### config.mk
export PLATFORM = sky130hd
export DESIGN_NAME = fifo_ptr_ctrl
export DESIGN_NICKNAME = d
export VERILOG_FILES = /design/src/rtl/fifo_ptr_ctrl.sv
export SDC_FILE = /design/constraint.sdc
export NUM_CORES = 1
export LEC_CHECK = 0
export CAP_MARGIN = 20
export CELL_PAD_IN_SITES_DETAIL_PLACEMENT = 0
export CELL_PAD_IN_SITES_GLOBAL_PLACEMENT = 1
export CORE_ASPECT_RATIO = 1.2
export CORE_MARGIN = 1.5
export CORE_UTILIZATION = 36
export CTS_BUF_LIST = sky130_fd_sc_hd__clkbuf_8
export DETAILED_ROUTE_END_ITERATION = 6
export HOLD_SLACK_MARGIN = 0.05
export PLACE_DENSITY_LB_ADDON = 0.1
export SKIP_LAST_GASP = 1
export SLEW_MARGIN = 20
export SYNTH_ARGS = -nofsm -noshare
export SYNTH_HDL_FRONTEND = slang
export SYNTH_SLANG_ARGS = --single-unit
### constraint.sdc
create_clock -name clk -period 2.8 [get_ports clk]
set_clock_uncertainty 0.1 [all_clocks]
set_input_delay 0.42 -clock clk [delete_from_list [all_inputs] [get_ports clk]]
set_output_delay 0.42 -clock clk [all_outputs]
set_load 0.03 [all_outputs]
### src/rtl/fifo_ptr_ctrl.sv
// Single-clock FIFO pointer controller: gated RAM strobes, gray-coded
// write/read pointers, registered status flags, occupancy and error pulses.

// Gray counter: binary core plus a registered gray copy of the next value.
module fifo_gray_ctr #(
  parameter int unsigned W = 5
) (
  input  logic         clk,
  input  logic         rst,
  input  logic         clr,
  input  logic         en,
  output logic [W-1:0] bin,
  output logic [W-1:0] bin_next_c,
  output logic [W-1:0] gray
);

  always_comb begin
    bin_next_c = bin;
    if (clr) begin
      bin_next_c = '0;
    end else if (en) begin
      bin_next_c = bin + W'(1);
    end
  end

  always_ff @(posedge clk or posedge rst) begin
    if (rst) begin
      bin  <= '0;
      gray <= '0;
    end else begin
      bin  <= bin_next_c;
      gray <= bin_next_c ^ (bin_next_c >> 1);
    end
  end

endmodule

module fifo_ptr_ctrl #(
  parameter int unsigned ADDR_W   = 4,
  parameter int unsigned AF_LEVEL = 14,
  parameter int unsigned AE_LEVEL = 2
) (
  input  logic              clk,
  input  logic              rst,
  input  logic              flush,
  input  logic              wr_req,
  input  logic              rd_req,
  output logic              wr_en,
  output logic [ADDR_W-1:0] wr_addr,
  output logic              rd_en,
  output logic [ADDR_W-1:0] rd_addr,
  output logic [ADDR_W:0]   wr_ptr_gray,
  output logic [ADDR_W:0]   rd_ptr_gray,
  output logic [ADDR_W:0]   count,
  output logic              full,
  output logic              empty,
  output logic              almost_full,
  output logic              almost_empty,
  output logic              overflow,
  output logic              underflow
);

  localparam int unsigned PTR_W = ADDR_W + 1;
  localparam logic [PTR_W-1:0] AF_TH = PTR_W'(AF_LEVEL);
  localparam logic [PTR_W-1:0] AE_TH = PTR_W'(AE_LEVEL);

  logic [PTR_W-1:0] wr_ptr_bin;
  logic [PTR_W-1:0] rd_ptr_bin;
  logic [PTR_W-1:0] wr_ptr_next_c;
  logic [PTR_W-1:0] rd_ptr_next_c;

  logic [PTR_W-1:0] count_next_c;
  logic             full_next_c;
  logic             empty_next_c;
  logic             almost_full_next_c;
  logic             almost_empty_next_c;
  logic             overflow_next_c;
  logic             underflow_next_c;

  // Flush wins over both requests; strobes are gated on the registered flags.
  assign wr_en = wr_req & ~full  & ~flush;
  assign rd_en = rd_req & ~empty & ~flush;

  assign wr_addr = wr_ptr_bin[ADDR_W-1:0];
  assign rd_addr = rd_ptr_bin[ADDR_W-1:0];

  fifo_gray_ctr #(.W(PTR_W)) u_wr_ctr (
    .clk        (clk),
    .rst        (rst),
    .clr        (flush),
    .en         (wr_en),
    .bin        (wr_ptr_bin),
    .bin_next_c (wr_ptr_next_c),
    .gray       (wr_ptr_gray)
  );

  fifo_gray_ctr #(.W(PTR_W)) u_rd_ctr (
    .clk        (clk),
    .rst        (rst),
    .clr        (flush),
    .en         (rd_en),
    .bin        (rd_ptr_bin),
    .bin_next_c (rd_ptr_next_c),
    .gray       (rd_ptr_gray)
  );

  // Status derived from next-state pointers so flags track the access with no lag.
  always_comb begin
    count_next_c        = wr_ptr_next_c - rd_ptr_next_c;
    empty_next_c        = (wr_ptr_next_c == rd_ptr_next_c);
    full_next_c         = (wr_ptr_next_c[ADDR_W] != rd_ptr_next_c[ADDR_W]) &&
                          (wr_ptr_next_c[ADDR_W-1:0] == rd_ptr_next_c[ADDR_W-1:0]);
    almost_full_next_c  = (count_next_c >= AF_TH);
    almost_empty_next_c = (count_next_c <= AE_TH);
    overflow_next_c     = wr_req & full  & ~flush;
    underflow_next_c    = rd_req & empty & ~flush;
  end

  always_ff @(posedge clk or posedge rst) begin
    if (rst) begin
      count        <= '0;
      full         <= 1'b0;
      empty        <= 1'b1;
      almost_full  <= 1'b0;
      almost_empty <= 1'b1;
      overflow     <= 1'b0;
      underflow    <= 1'b0;
    end else begin
      count        <= count_next_c;
      full         <= full_next_c;
      empty        <= empty_next_c;
      almost_full  <= almost_full_next_c;
      almost_empty <= almost_empty_next_c;
      overflow     <= overflow_next_c;
      underflow    <= underflow_next_c;
    end
  end

endmodule

* Word level (Yosys, flattened, before mapping) *
Cells that the tools add are included.

operators by class
  add/subtract/negate cells = 3
  order comparisons = 2
  equal/unequal tests = 3
  mux-type cells = 4
  bitwise gates (word level) = 13
  reductions and logical operators = 1

operators by type and width
  operator                                                        number
  two-way mux 5 bit                                               4
  adder 5 x 1 -> 5 bit, second input constant                     2
  XOR 5 x 4 -> 5 bit                                              2
  AND 1 bit                                                       8
  equality test 5 bit                                             1
  >= comparator 5 x 4 -> 1 bit, second input constant             1
  less-or-equal comparator 5 x 2 -> 1 bit, second input constant  1
  subtractor 5 bit                                                1
  equality test 4 bit                                             1
  inverter 1 bit                                                  3
  logical AND 1 bit                                               1
  inequality test 1 bit                                           1

storage, ports and cells
  bits in registers = 31
  input port bits = 5
  output and inout port bits = 31
  logic and storage cells = 37

* Longest topological paths before layout *
Gate-level depths: netlist (run 1).

  word-level depth = 7
  depth in mapped cells = 12

* Cells and area by module *
From an unflattened synthesis (run 1), not the netlist that was laid out.

second synthesis, totals
  cells, all modules = 114
  area, all modules = 1395.1 µm²

by module, submodules not included
  module         instances  cells each  area an instance (µm²)  seq. area each (µm²)
  fifo_gray_ctr  2          34          430.4                   225.2
  fifo_ptr_ctrl  1          46          534.3                   277.8

* Least setup slack after synthesis (run 1) *
OpenSTA, ideal clock, no wires.

  path type = register -> register
  from = register empty
  to = register almost_empty
  library setup time = 0.082 ns
  data arrival time = 2.604 ns
  required time = 2.618 ns
  setup slack = 0.015 ns
  stages on the path, launching flop included = 13
  cells stage by stage = dfstp_2 nor2b_1 buf_2 xnor2_1 nor2_1 ha_1 inv_1 fa_1 nand3_1 and2_2 nor3_1 o211a_1 o31a_1

on the way
  longest elaborated chain between the ends = 7

RTL lines
  what                                     line  RTL
  start: declaration                       56    output logic empty,
  start signal: assignment                 131   empty <= empty_next_c;
  inverter 1 bit                           82    assign rd_en = rd_req & ~empty & ~flush;
  AND 1 bit (2 in a row)                   82
  two-way mux 5 bit                        21    end else if (en) begin
  two-way mux 5 bit                        19    if (clr) begin
  named net rd_ptr_next_c[0]               70    logic [PTR_W-1:0] rd_ptr_next_c;
  subtractor 5 bit                         109   count_next_c = wr_ptr_next_c - rd_ptr_next_c;
  less-or-equal comparator 5 x 2 -> 1 bit  114   almost_empty_next_c = (count_next_c <= AE_TH);
  named net almost_empty_next_c            76    logic almost_empty_next_c;
  end signal: assignment                   133   almost_empty <= almost_empty_next_c;
  end: declaration                         58    output logic almost_empty,

The timed path passes the listed nets, and every way through them passes these cells.

* Final worst setup path (run 1) *
  from = input flush
  to = register almost_empty

on the way
  longest elaborated chain between the ends = 6
  elaborated cells between the ends (all ways) = 9
  those cells by class = 1 x add/sub; 1 x order compare; 4 x mux; 3 x bitwise

RTL lines
  what                                         line    RTL
  start: declaration                           45      input logic flush,
  inverter 1 bit                               81, 82
  AND 1 bit (on tied branches)                 81, 82
  two-way mux 5 bit                            21
  two-way mux 5 bit                            19
  subtractor 5 bit (*)                         109
  less-or-equal comparator 5 x 2 -> 1 bit (*)  114
  named net almost_empty_next_c                76

Mark *: on every way through the listed nets, which the timed path passes. The rest lies on a longest branch.

==> flow_summary.ini, run 1 <==
[final_layout]
mostFrequentLayoutCells = buf_4 (34), clkdlybuf4s50_1 (32), dfrtp_1 (27)
fin_nets = 214
layout-drive-gt1-share_pct = 33.00
final_common_cell = buf_4
final_area_mm2 = 0.002325
num_antenna_cells = 0
area_delta_synth_final_pct = 56.40
fill_cells = 359

[cts]
numCtsBuffers = 5
cts_tree = built
cts_max_path_buffers = 2
h-tree-depth = 2
cts-root-buf = clkbuf_8
clkTransAtPathRegs_ns = 0.06
cts.sinks = 29
worst_skew_pair.late_latency_ns = 0.28

[power_and_ir_drop]
power.density_mw_per_mm2 = 687.7
peakVddDrop_mv = 0.3909
finalPower_uw = 1599
power_leakage_uw = 0.001082

[sta]
slew_headroom_pct = 51.43
fin_crit_sh_pct = 98.15
setup_ws_ns = 0.05167
hold_viol = 0
min_period_ns = 2.748
clock.fmax_mhz = 363.9
whs_ns = 0.4273
worst-slew-pin-transition_ns = 0.7278
setup_viol = 0
slew_violations = 0
setup_tns_ns = 0

[placement]
dpl_cell_area_mm2 = 0.002066
dp_hpwl_mm = 2.583
portBuffers = 35
place.gp.congestion = 0.7872
pre_cts_ws_ns = -0.4673

[synth]
syn_avg_cell_area_um2 = 11.26
synth.area.mux_share_pct = 4.209
ys_top_cells_by_area = dfrtp_1 (45%), xor2_1 (7.7%), ha_1 (5.1%), dfstp_2 (3.5%), nor2_1 (3.5%)
synth_top_family_by_area = simple AND/OR/NAND/NOR gates
synthCells = 132
synth_edf_count = 0
synthFlopType = dfrtp_1
synth_cell_types = 45
synth_top_cell_by_area = dfrtp_1
synth_seq_cells = 29
yosys.area_share.simple_pct = 16.92
netlist.area_leader.share_pct = 45.45
synth-xor-area-share_pct = 9.428
netlist_area_mm2 = 0.001486
synth_compound_area_share_pct = 9.680
syn_nets = 144
async_reset_ff_share_pct = 100.0
yosys.area_share.adder_pct = 6.397
ys_seq_area_share_pct = 48.99
yosysWarnings = 0

[worst_setup_path]
rrSetupSlack_ns = 0.18
criticalPathCategory = input pin to flop
reg2reg_depth = 12
r2r_start = empty$_DFF_PP1_
worstSetupEndpointType = flop
worstSetupStartpointType = input pin
rr_endpoint = almost_empty$_DFF_PP1_
worst_ep_required_time_ns = 2.91
crit_fanout = 15
cp.arrival_ns = 2.85

[min_path]
hold_path_class = input pin to flop
whs_path_depth = 4
hold_end = overflow$_DFF_PP0_
hold_start = wr_req

[floorplan]
core_mm2 = 0.003941
rows = 25
die_w_um = 61.66
initial_core_util_pct = 37.71
die_area_mm2 = 0.004525
die_h_um = 73.39
io_pins = 36

[grt]
antenna_found_initial = 0
grtUsageTotal_pct = 18.23
grt-ovfl-total = 0
grt_pass1_wl_mm = 5.947
grt_max_degree = 19
first_global_vias = 1369

[route]
routedWlPerCell_um = 13.77
first_iter_violations = 52
drt_drc_violations_left = 0
drt_pre_antenna_iters = 4
vias = 1244
drt-total-wl_mm = 3.539
drt.antenna.violating_nets = 0
via_per_inst = 4.840

[run]
cap_violations = 0

[status]
status = completed
## how the worst max path moves through the flow
| stage | startpoint | end | slack [ns] | cells past startpoint |
|---|---|---|---|---|
| after floorplan | empty$_DFF_PP1_ | almost_empty$_DFF_PP1_ | 0.01 | 12 |
| after global placement | rd_req | almost_empty$_DFF_PP1_ | -0.40 | 14 |
| after detailed placement | rd_req | almost_full$_DFF_PP0_ | -0.47 | 14 |
| after CTS | wr_req | almost_empty$_DFF_PP1_ | 0.005 | 11 |
| after global routing | flush | almost_empty$_DFF_PP1_ | -0.009 | 11 |
| final | flush | almost_empty$_DFF_PP1_ | 0.05 | 7 |
## area by class of cell
type | count | area (um2) | share of cell area (%)
clock buffers | 6 | 82.58 | 3.552
clock inverters | 2 | 37.54 | 1.615
inverters | 7 | 26.28 | 1.130
multi-input cells | 91 | 785.8 | 33.80
flip-flops and latches | 29 | 728.2 | 31.32
well taps | 54 | 67.56 | 2.906
repair buffers | 68 | 596.8 | 25.67
## kinds of logic (layout without fill, tap and decap cells)
group	count (synthesis)	count (layout)
compound gates	17	17
xor+xnor	16	16
fa+ha+maj	7	7
buf+inv	12	83
flops	29	29
mux	6	6
simple gates	45	45
## where the power goes
part	internal (uW)	total [uW]	leakage [uW]	switching, uW
clock network	289	451	0.0000574	162
logic	297	624	0.000636	327
registers	494	524	0.000388	29.2
total	1080	1600	0.00108	518
## sequential cells by signal, indices dropped and copies added (netlist names), 4 cells and up
signal,count
u_wr_ctr.gray,4
u_rd_ctr.gray,4
u_rd_ctr.bin,5
count,5
u_wr_ctr.bin,5
## per-layer routing
| layer | wire, um | vias up | GRT usage [%] |
|---|---|---|---|
| li1 | - | 592 | - |
| met1 | 1471 | 611 | 22.22 |
| met2 | 1801 | 32 | 29.12 |
| met3 | 134 | 9 | 4.577 |
| met4 | 132 | 0 | 9.456 |
| met5 | 0 | - | 0 |
## timing repair
action / in CTS / in global routing
gates resized for setup: 9 / 14
buffers inserted: 5 / 2
hold buffers: 0 / 0
pin swaps: 8 / 5
endpoints found under the setup margin: 3 / 4
## cells in the mapped netlist (2+ instances only)
cell / instances
xnor2_1: 3
inv_1: 7
nand4_1: 4
nor2b_1: 3
nor2_1: 14
xor2_1: 13
a211oi_1: 2
nor3_1: 2
a21oi_1: 2
mux2_1: 2
dfstp_2: 2
mux2i_1: 4
nand3b_1: 2
buf_6: 2
nand2_1: 7
nand3_1: 2
ha_1: 6
or3_1: 2
dfrtp_1: 27
## critical path, stage by stage
cell and delay [ns]:
clkdlybuf4s50_1 0.60, buf_4 0.30, or4b_4 0.57, a211oi_4 0.30, a211oi_1 0.10, o211a_1 0.26
o31a_1 0.30
## through the flow
stage          cells  util [%]
2_1_floorplan    132         -
3_3_place_gp     243     52.41
3_5_place_dp     243     52.41
4_1_cts          256     57.37
5_1_grt          257     58.98
6_report         257     58.98
(Power assumes the default switching activity.)
==> run 2, diff against run 1 <==
- REMOVE_ABC_BUFFERS: not set -> 1
==> run 2 against run 1 <==
Power fell by 7.5%. Setup slack gained 0.11 ns. First-iteration DRC count fell by 19%. Final area fell by 2.3%. Sequential share of layout area rose by 0.74 points. Worst hold slack got worse by 0.018 ns. Register-to-register slack worse by 0.02 ns. Largest cell class unchanged. Highest routed layer unchanged.
==> flow_summary.ini, run 2 (same netlist as run 1, synthesis figures left out) <==
[worst_setup_path]
worst_ep_required_time_ns = 2.92
worstSetupStartpointType = flop
reg2reg_depth = 11
r2r_start = empty$_DFF_PP1_
criticalPathCategory = flop to flop
crit_fanout = 5
worstSetupEndpointType = flop
cp.arrival_ns = 2.76
critPathLaunch = empty$_DFF_PP1_

[sta]
rsz0062_at_grt = false
slew_headroom_pct = 70.13
setup_tns_ns = 0
setup_ws_ns = 0.1612
setup_viol = 0
min_period_ns = 2.639
hold_viol = 0
clock.fmax_mhz = 379.0
fin_crit_sh_pct = 94.24
slew_violations = 0
worst-slew-pin-transition_ns = 0.4432

[floorplan]
initial_core_util_pct = 37.71
die_h_um = 73.39
io_pins = 36
die_area_mm2 = 0.004525
die_w_um = 61.66
core_mm2 = 0.003941
rows = 25

[route]
vias = 1220
via_per_inst = 4.729
routedWlPerCell_um = 13.53
first_iter_violations = 42
drt_pre_antenna_iters = 4
drt.antenna.violating_nets = 0
drt_drc_violations_left = 0
drt-total-wl_mm = 3.492

[placement]
portBuffers = 35
dpl_cell_area_mm2 = 0.002096
place.gp.congestion = 0.7728
pre_cts_ws_ns = -0.4211
place_inst = 247
dp_hpwl_mm = 2.562

[final_layout]
fill_cells = 354
final_area_mm2 = 0.002271
num_antenna_cells = 0
fin_nets = 216
top_regs = count (5), u_rd_ctr.bin (5), u_wr_ctr.bin (5)
seq_area_um2 = 728.2
final_cells = 258
final_common_cell = buf_4
layout-drive-gt1-share_pct = 29.41
area_delta_synth_final_pct = 52.78
multi_input_area_um2 = 754.5
utilization_pct = 57.62
mostFrequentLayoutCells = buf_4 (36), clkdlybuf4s50_1 (32), dfrtp_1 (27)

[power_and_ir_drop]
power_leakage_uw = 0.001069
cell_internal_pwr_uw = 980.7
p_comb_share_pct = 41.9
p_sw_share_pct = 33.65
p_sw_uw = 497.4
clkPwrFrac_pct = 23.1
peakVddDrop_mv = 0.5516
power.density_mw_per_mm2 = 650.9
seqPwrFrac_pct = 35.0

[cts]
postCtsHoldBufs = 0
worst_skew_pair.late_latency_ns = 0.28
clkTransAtPathRegs_ns = 0.06
h-tree-depth = 2
cts.sinks = 29
cts_max_path_buffers = 2
cts-root-buf = clkbuf_8
cts_tree = built
numCtsBuffers = 5

[grt]
antenna_found_initial = 0
grt_max_degree = 30
grt-ovfl-total = 0
grt_pass1_wl_mm = 5.816
grtUsageTotal_pct = 17.55
first_global_vias = 1302

[status]
status = completed

[run]
cap_violations = 0

[min_path]
hold_path_class = input pin to async pin
-- run 2: what timing repair did --
| action | 4_1_cts | 5_1_grt |
|---|---|---|
| setup endpoints to repair | 3 | 3 |
| gates resized for setup | 14 | 0 |
| setup buffers | 3 | 2 |
| pin swaps | 4 | 4 |
-- run 2: area by class of cell --
type,instances,share of cell area [%]
Clock buffer,6,3.636
Clock inverter,1,0.1653
Inverter,7,1.157
Multi-Input combinational cell,91,33.22
Sequential cell,29,32.07
Tap cell,54,2.975
Timing Repair Buffer,70,26.78
-- run 2: final timing paths --
| kind | slack (ns) | endpoint |
|---|---|---|
| min in group clk | 0.42 | underflow$_DFF_PP0_ |
| worst min register to register | 0.51 | overflow$_DFF_PP0_ |
| worst min-delay path | 0.41 | u_wr_ctr.gray[0]$_DFF_PP0_ |
| worst max register to register | 0.16 | almost_empty$_DFF_PP1_ |
| worst max-delay path | 0.16 | almost_empty$_DFF_PP1_ |
| max in group asynchronous | 1.88 | empty$_DFF_PP1_ |
-- run 2: per-stage QoR --
stage	power [uW]	hold WS, ns
after global routing	1561	0.4402
after CTS	1492	0.4104
final	1478	0.4095
after detailed placement	1095	0.3957
after floorplan	836.0	0.3855
after global placement	1094	0.3883
-- run 2: per-layer routing --
layer  wire length (um)  vias to the layer above  share of wire [%]  GRT usage [%]
met4                 37                        0                1.1          6.619
met3                181                        4                5.2          5.986
met2               1826                       30                 52          29.47
li1                   -                      595                  -              -
met5                  0                        -                  0              0
met1               1446                      591                 41          20.16
-- run 2: power groups by stage --
stage	Combinational, uW	Sequential (uW)	Clock, uW
2_1_floorplan	168	668	0
3_3_place_gp	564	529	0
3_5_place_dp	566	529	0
4_1_cts	620	518	354
5_1_grt	669	524	368
6_report	619	518	341
-- run 2: critical path: stages (launching register included) --
cell	delay (ns)
dfstp_2	0.53
nor2b_1	0.04
buf_4	0.15
mux2i_1	0.13
nor2_1	0.15
inv_1	0.11
ha_1	0.31
nor2b_1	0.13
o21a_1	0.17
or3_1	0.35
a221oi_2	0.25
o31a_1	0.16
==> run 3, diff against run 2 <==
- RECOVER_POWER: not set -> 50
==> run 3 against run 2 <==
The run now ends with max-capacitance violations, max-slew violations left. Die area is the same. Final area shrank 0.99%. Largest power group unchanged. Global-route usage is the same. Largest cell class unchanged. Worst hold slack gained 0.013 ns. Combinational power shrank 1%. Via count is essentially flat.
==> flow_summary.ini, run 3 (same netlist as run 1, synthesis figures left out) <==
[final_layout]
area_delta_synth_final_pct = 51.26
final_cells = 258
final_common_cell = clkdlybuf4s50_1
mostFrequentLayoutCells = clkdlybuf4s50_1 (30), buf_4 (28), dfrtp_1 (27)
fill_cells = 358
layout-drive-gt1-share_pct = 26.47
top_regs = count (5), u_rd_ctr.bin (5), u_wr_ctr.bin (5)
fin_nets = 216
num_antenna_cells = 0
utilization_pct = 57.05

[cts]
cts-root-buf = clkbuf_8
cts_max_path_buffers = 2
h-tree-depth = 2
numCtsBuffers = 5
postCtsHoldBufs = 0
clkTransAtPathRegs_ns = 0.06
cts.sinks = 29
worst_skew_pair.late_latency_ns = 0.28
cts_tree = built

[grt]
first_global_vias = 1302
grt_pass1_wl_mm = 5.816
antenna_found_initial = 0
grt-ovfl-total = 0
grt_max_degree = 30
grtUsageTotal_pct = 17.55

[worst_setup_path]
crit_path_cell_trace = dlygate4sd3_1 -> buf_4 -> or4b_4 -> a211oi_4 -> nor3_1 -> o211a_1 -> o31a_1
crit_fanout = 6
worstSetupEndpointType = flop
max_stage_delay_ns = 0.63
worst_ep_required_time_ns = 2.91
worstSetupStartpointType = input pin
cp.arrival_ns = 2.77
criticalPathCategory = input pin to flop
slowest_stage = dlygate4sd3_1

[sta]
setup_viol = 0
worst-slew-pin-transition_ns = 1.522
slew_headroom_pct = -1.480
min_period_ns = 2.666
setup_ws_ns = 0.1341
rsz0062_at_grt = false
hold_viol = 0
clock.fmax_mhz = 375.1
whs_ns = 0.4225
slew_violations = 30
fin_crit_sh_pct = 95.21

[placement]
pre_cts_ws_ns = -0.4211
portBuffers = 35
place.gp.congestion = 0.7728
dp_hpwl_mm = 2.562
place_inst = 247

[status]
violations = max-capacitance violations, max-slew violations
status = finished, violations left

[floorplan]
die_h_um = 73.39
core_mm2 = 0.003941
initial_core_util_pct = 37.71
rows = 25
io_pins = 36
die_area_mm2 = 0.004525
die_w_um = 61.66

[route]
vias = 1219
drt.antenna.violating_nets = 0
routedWlPerCell_um = 13.53
first_iter_violations = 44
drt_pre_antenna_iters = 4
drt-total-wl_mm = 3.491
via_per_inst = 4.725
drt_drc_violations_left = 0

[run]
cap_violations = 1

[min_path]
hold_path_class = input pin to flop

[power_and_ir_drop]
peakVddDrop_mv = 0.5526
power.density_mw_per_mm2 = 654.4
power_leakage_uw = 0.001044
## run 3: changes by cell type in the layout (fill, tap and decap cells not counted), sizes merged
cell,delta
clkbuf,+8
dlygate4sd3,+2
buf,-8
clkdlybuf4s50,-2
## run 3: layout make-up
type	count	area, um2	area share, %
inverter	7	26.28	1.169
timing repair buffer	70	585.6	26.04
tap	54	67.56	3.005
multi-input combinational	91	754.5	33.56
sequential	29	728.2	32.39
clock inverter	1	3.754	0.1669
clock buffer	6	82.58	3.673
## run 3: what timing repair did
action                     4_1_cts  5_1_grt
buffers inserted                 3        2
resized for setup               14        0
gates cloned                     0        0
setup endpoints to repair        3        3
pin swaps                        4        4
## run 3: routing by layer
layer / vias up / GRT usage [%] / share of wire [%]
met5: - / 0 / 0
met4: 0 / 6.619 / 1.1
met3: 4 / 5.986 / 5.4
met2: 32 / 29.47 / 52
met1: 589 / 20.16 / 41
li1: 594 / - / -
## run 3: through the flow
| stage | area [um2] | TNS (ns) | total power (uW) |
|---|---|---|---|
| global route | 2248 | 0 | 1554 |
| floorplan | 1448 | -0.04653 | 836.0 |
| CTS | 2263 | 0 | 1492 |
| global placement | 2096 | -1.260 | 1094 |
| detailed placement | 2096 | -1.372 | 1095 |
| finish | 2248 | 0 | 1471 |
## run 3: worst paths after layout
kind,depth (start not counted),slack (ns),to,startpoint
setup reg to reg,11,0.17,almost_empty$_DFF_PP1_,empty$_DFF_PP1_
min in group asynchronous,3,1.00,u_wr_ctr.gray[0]$_DFF_PP0_,rst
max in group asynchronous,3,0.70,u_wr_ctr.bin[2]$_DFF_PP0_,rst
setup / recovery,7,0.13,almost_empty$_DFF_PP1_,flush
hold reg to reg,2,0.51,overflow$_DFF_PP0_,full$_DFF_PP0_
hold / removal,3,0.42,underflow$_DFF_PP0_,rd_req
## run 3: critical path, delay by kind of cell
kind / cells / cell delay (ns)
AOI/OAI and AO/OA: 3 / 0.87
buffers and inverters: 2 / 0.83
and+or+nand+nor: 2 / 0.65
## run 3: power breakdown
part           leakage (uW)  switching [uW]  internal (uW)
clock             0.0000485             150            191
sequential         0.000388            23.7            494
combinational      0.000607             323            290
==> variant: new RTL, flow settings as in run 3 <==
Change the parameter `ADDR_W` from 4 to 2.
--- a/src/rtl/fifo_ptr_ctrl.sv
+++ b/src/rtl/fifo_ptr_ctrl.sv
@@ -36,7 +36,7 @@
 endmodule
 
 module fifo_ptr_ctrl #(
-  parameter int unsigned ADDR_W   = 4,
+  parameter int unsigned ADDR_W   = 2,
   parameter int unsigned AF_LEVEL = 14,
   parameter int unsigned AE_LEVEL = 2
 ) (
Interface: changed (5 resized); port bits go from 36 to 26. The function was not compared with the original's and may differ.
==> variant against run 3 <==
  * Core utilization is 1.5 points lower
  * Critical path depth is 3 lower
  * Design area is 48% lower
  * Via count is 55% lower
  * Sequential cell count is 10 lower
  * Area after synthesis is 44% lower
  * Power is 38% lower
  * Routed wire length is 58% lower
  * Setup slack better by 62 ps
  * Critical endpoint is now wr_en
  * Largest cell class is now registers
==> variant: results (changes against run 3) <==
| Metric | Value |
|---|---|
| Total CTS buffers | 3 (-2) |
| Leakage | 0.577 nW (-45%) |
| CP max-delay cell | clkdlybuf4s50_1 |
| Max Buffers Root-to-Sink | 2 (unchanged) |
| Largest regs | count x3, u_rd_ctr.bin x3, u_wr_ctr.bin x3 |
| Initial DRT Pass Iterations | 4 (unchanged) |
| Layout cells sized above 1 | 12.2% (-14 points) |
| Cell Area, Placed | 1150 µm² (-45%) |
| Actual slew at the worst max-slew pin | 701 ps (-821 ps) |
| Total routed wirelength | 1.48 mm (-58%) |
| Synth top cells by count | dfrtp_1 (17), nor2_1 (10), inv_1 (5) |
| Max VDD drop | 0.508 mV (-8.0%) |
| Worst Hold Class | reg2reg |
| DR iter-0 viols | 1 (-98%) |
| First-pass GRT wire length | 2.35 mm (-60%) |
| Tot GR Track Use | 12.5% (-5.1 points) |
| Resized Gates After CTS | 0 (-14) |
| Cell variety after synth | 22 (-51%) |
| CP peak stage delay | 670 ps (+40 ps) |
| Routed vias | 544 (-55%) |
| H-Tree Level Count | 1 (-1) |
| Diodes inserted | 0 (unchanged) |
| Reg2reg path depth | 8 (-3) |
| Placer Congestion | 0.725 (-6.2%) |
| Clock latency on the worst-skew pair | 250 ps (-30 ps) |
| Syn. warnings | 0 (unchanged) |
| Outcome | finished, final reports clean |
| Top post-synthesis cells by area | dfrtp_1 (51%), dfstp_2 (6.3%), ha_1 (6.0%) |
| Total gr overflow | 0 (unchanged) |
| Placed insts | 124 (-50%) |
| Number of global-route vias before repair | 545 (-58%) |
| Reg-to-Reg End | almost_full |
| Arr. time, crit path | 2080 ps (-690 ps) |
| Reg2reg setup slack | 430 ps (+260 ps) |
| Synth Instances | 65 (-51%) |
| Root buffer cell | clkbuf_8 |
| DP HPWL | 1.17 mm (-54%) |
| Initial antenna violation count | 0 (unchanged) |
| Post-synth ARST share | 100% (unchanged) |
| Worst Setup SP | flush |
| Fin nets | 109 (-50%) |
| Clk slew on worst S/H paths | 70 ps |
| Setup Buffers After CTS | 0 (-3) |
| Part of the Yosys area used for sequential elements | 57.4% (+8.5 points) |
| Fin cells | 128 (-50%) |
| Largest net degree at the start of global routing | 20 (-33%) |
| CP delay by family, top | buffers and inverters |
| Max FO, Critical Path | 7 (+1) |
| I/O Buffers | 25 (-29%) |
| FF-to-FF Start | empty |
| Crit path capture | wr_en |
| Commonest register cell after synthesis | dfrtp_1 |
[variant: changes by cell type after synthesis, moves of 3 or more]
| cell | run 3 | this run |
|---|---|---|
| nor2_1 | 14 | 10 |
| xor2_1 | 13 | 4 |
| mux2_2 | 0 | 3 |
| nor2b_1 | 3 | 0 |
| nand2_1 | 7 | 3 |
| nand4_1 | 4 | 0 |
| dfrtp_1 | 27 | 17 |
[variant: final cells by class]
cell class,instances,area (µm²)
clock buffers,3,41.3
clock inverters,1,3.75
fillers,203,941
inverters,5,18.8
multi-input cells,40,320
flip-flops and latches,19,478
well taps,30,37.5
repair buffers,30,277
[variant: worst min-delay path by stage]
stage / start / to / slack [ps] / depth (start not counted)
6_report: empty / underflow / 400 / 2
5_1_grt: empty / underflow / 430 / 2
4_1_cts: empty / underflow / 400 / 2
3_5_place_dp: empty / underflow / 390 / 2
3_3_place_gp: empty / underflow / 390 / 2
2_1_floorplan: rst / almost_full / 270 / 1
[variant: routing by layer]
layer | track usage [%] | vias to the layer above | wire length (µm)
li1 | - | 270 | -
met1 | 15.5 | 255 | 620
met2 | 19.6 | 17 | 768
met3 | 3.90 | 2 | 82
met4 | 4.76 | 0 | 8
met5 | 0 | - | 0
[variant: kinds of logic after synthesis]
kind of cell	Yosys count	share of synthesized area (%)
and+or+nand+nor	22	13.5
DFF	19	57.4
xor gates and xnor gates	6	8.12
buffers and inverters	6	3.61
muxes	6	8.27
adders and majority gates	5	8.42
AOI/OAI and AO/OA	1	0.601
[variant: metrics by stage]
stage                     worst slack, ps  total power [mW]  hold WS, ps  utilization [%]
after floorplan                       408             0.591          270                -
after global placement                113             0.750          390             54.1
after detailed placement             45.2             0.754          392             54.1
after CTS                             308             0.940          404             56.3
after global routing                  129             0.965          434             55.6
final                                 196             0.916          401             55.6
[variant: worst register-to-register path, cell delays in order, from the launching register on]
cell and delay, ps:
dfstp_2 550, nand2b_1 140, clkbuf_1 140, mux2i_1 80
nor2_1 150, inv_1 110, fa_1 420, xnor3_2 400
and2_1 170
[variant: power by group]
group / switching [mW] / total [mW] / internal (mW)
clock network: 0.0822 / 0.180 / 0.0973
registers: 0.0256 / 0.363 / 0.338
logic: 0.210 / 0.373 / 0.163
total: 0.318 / 0.916 / 0.598
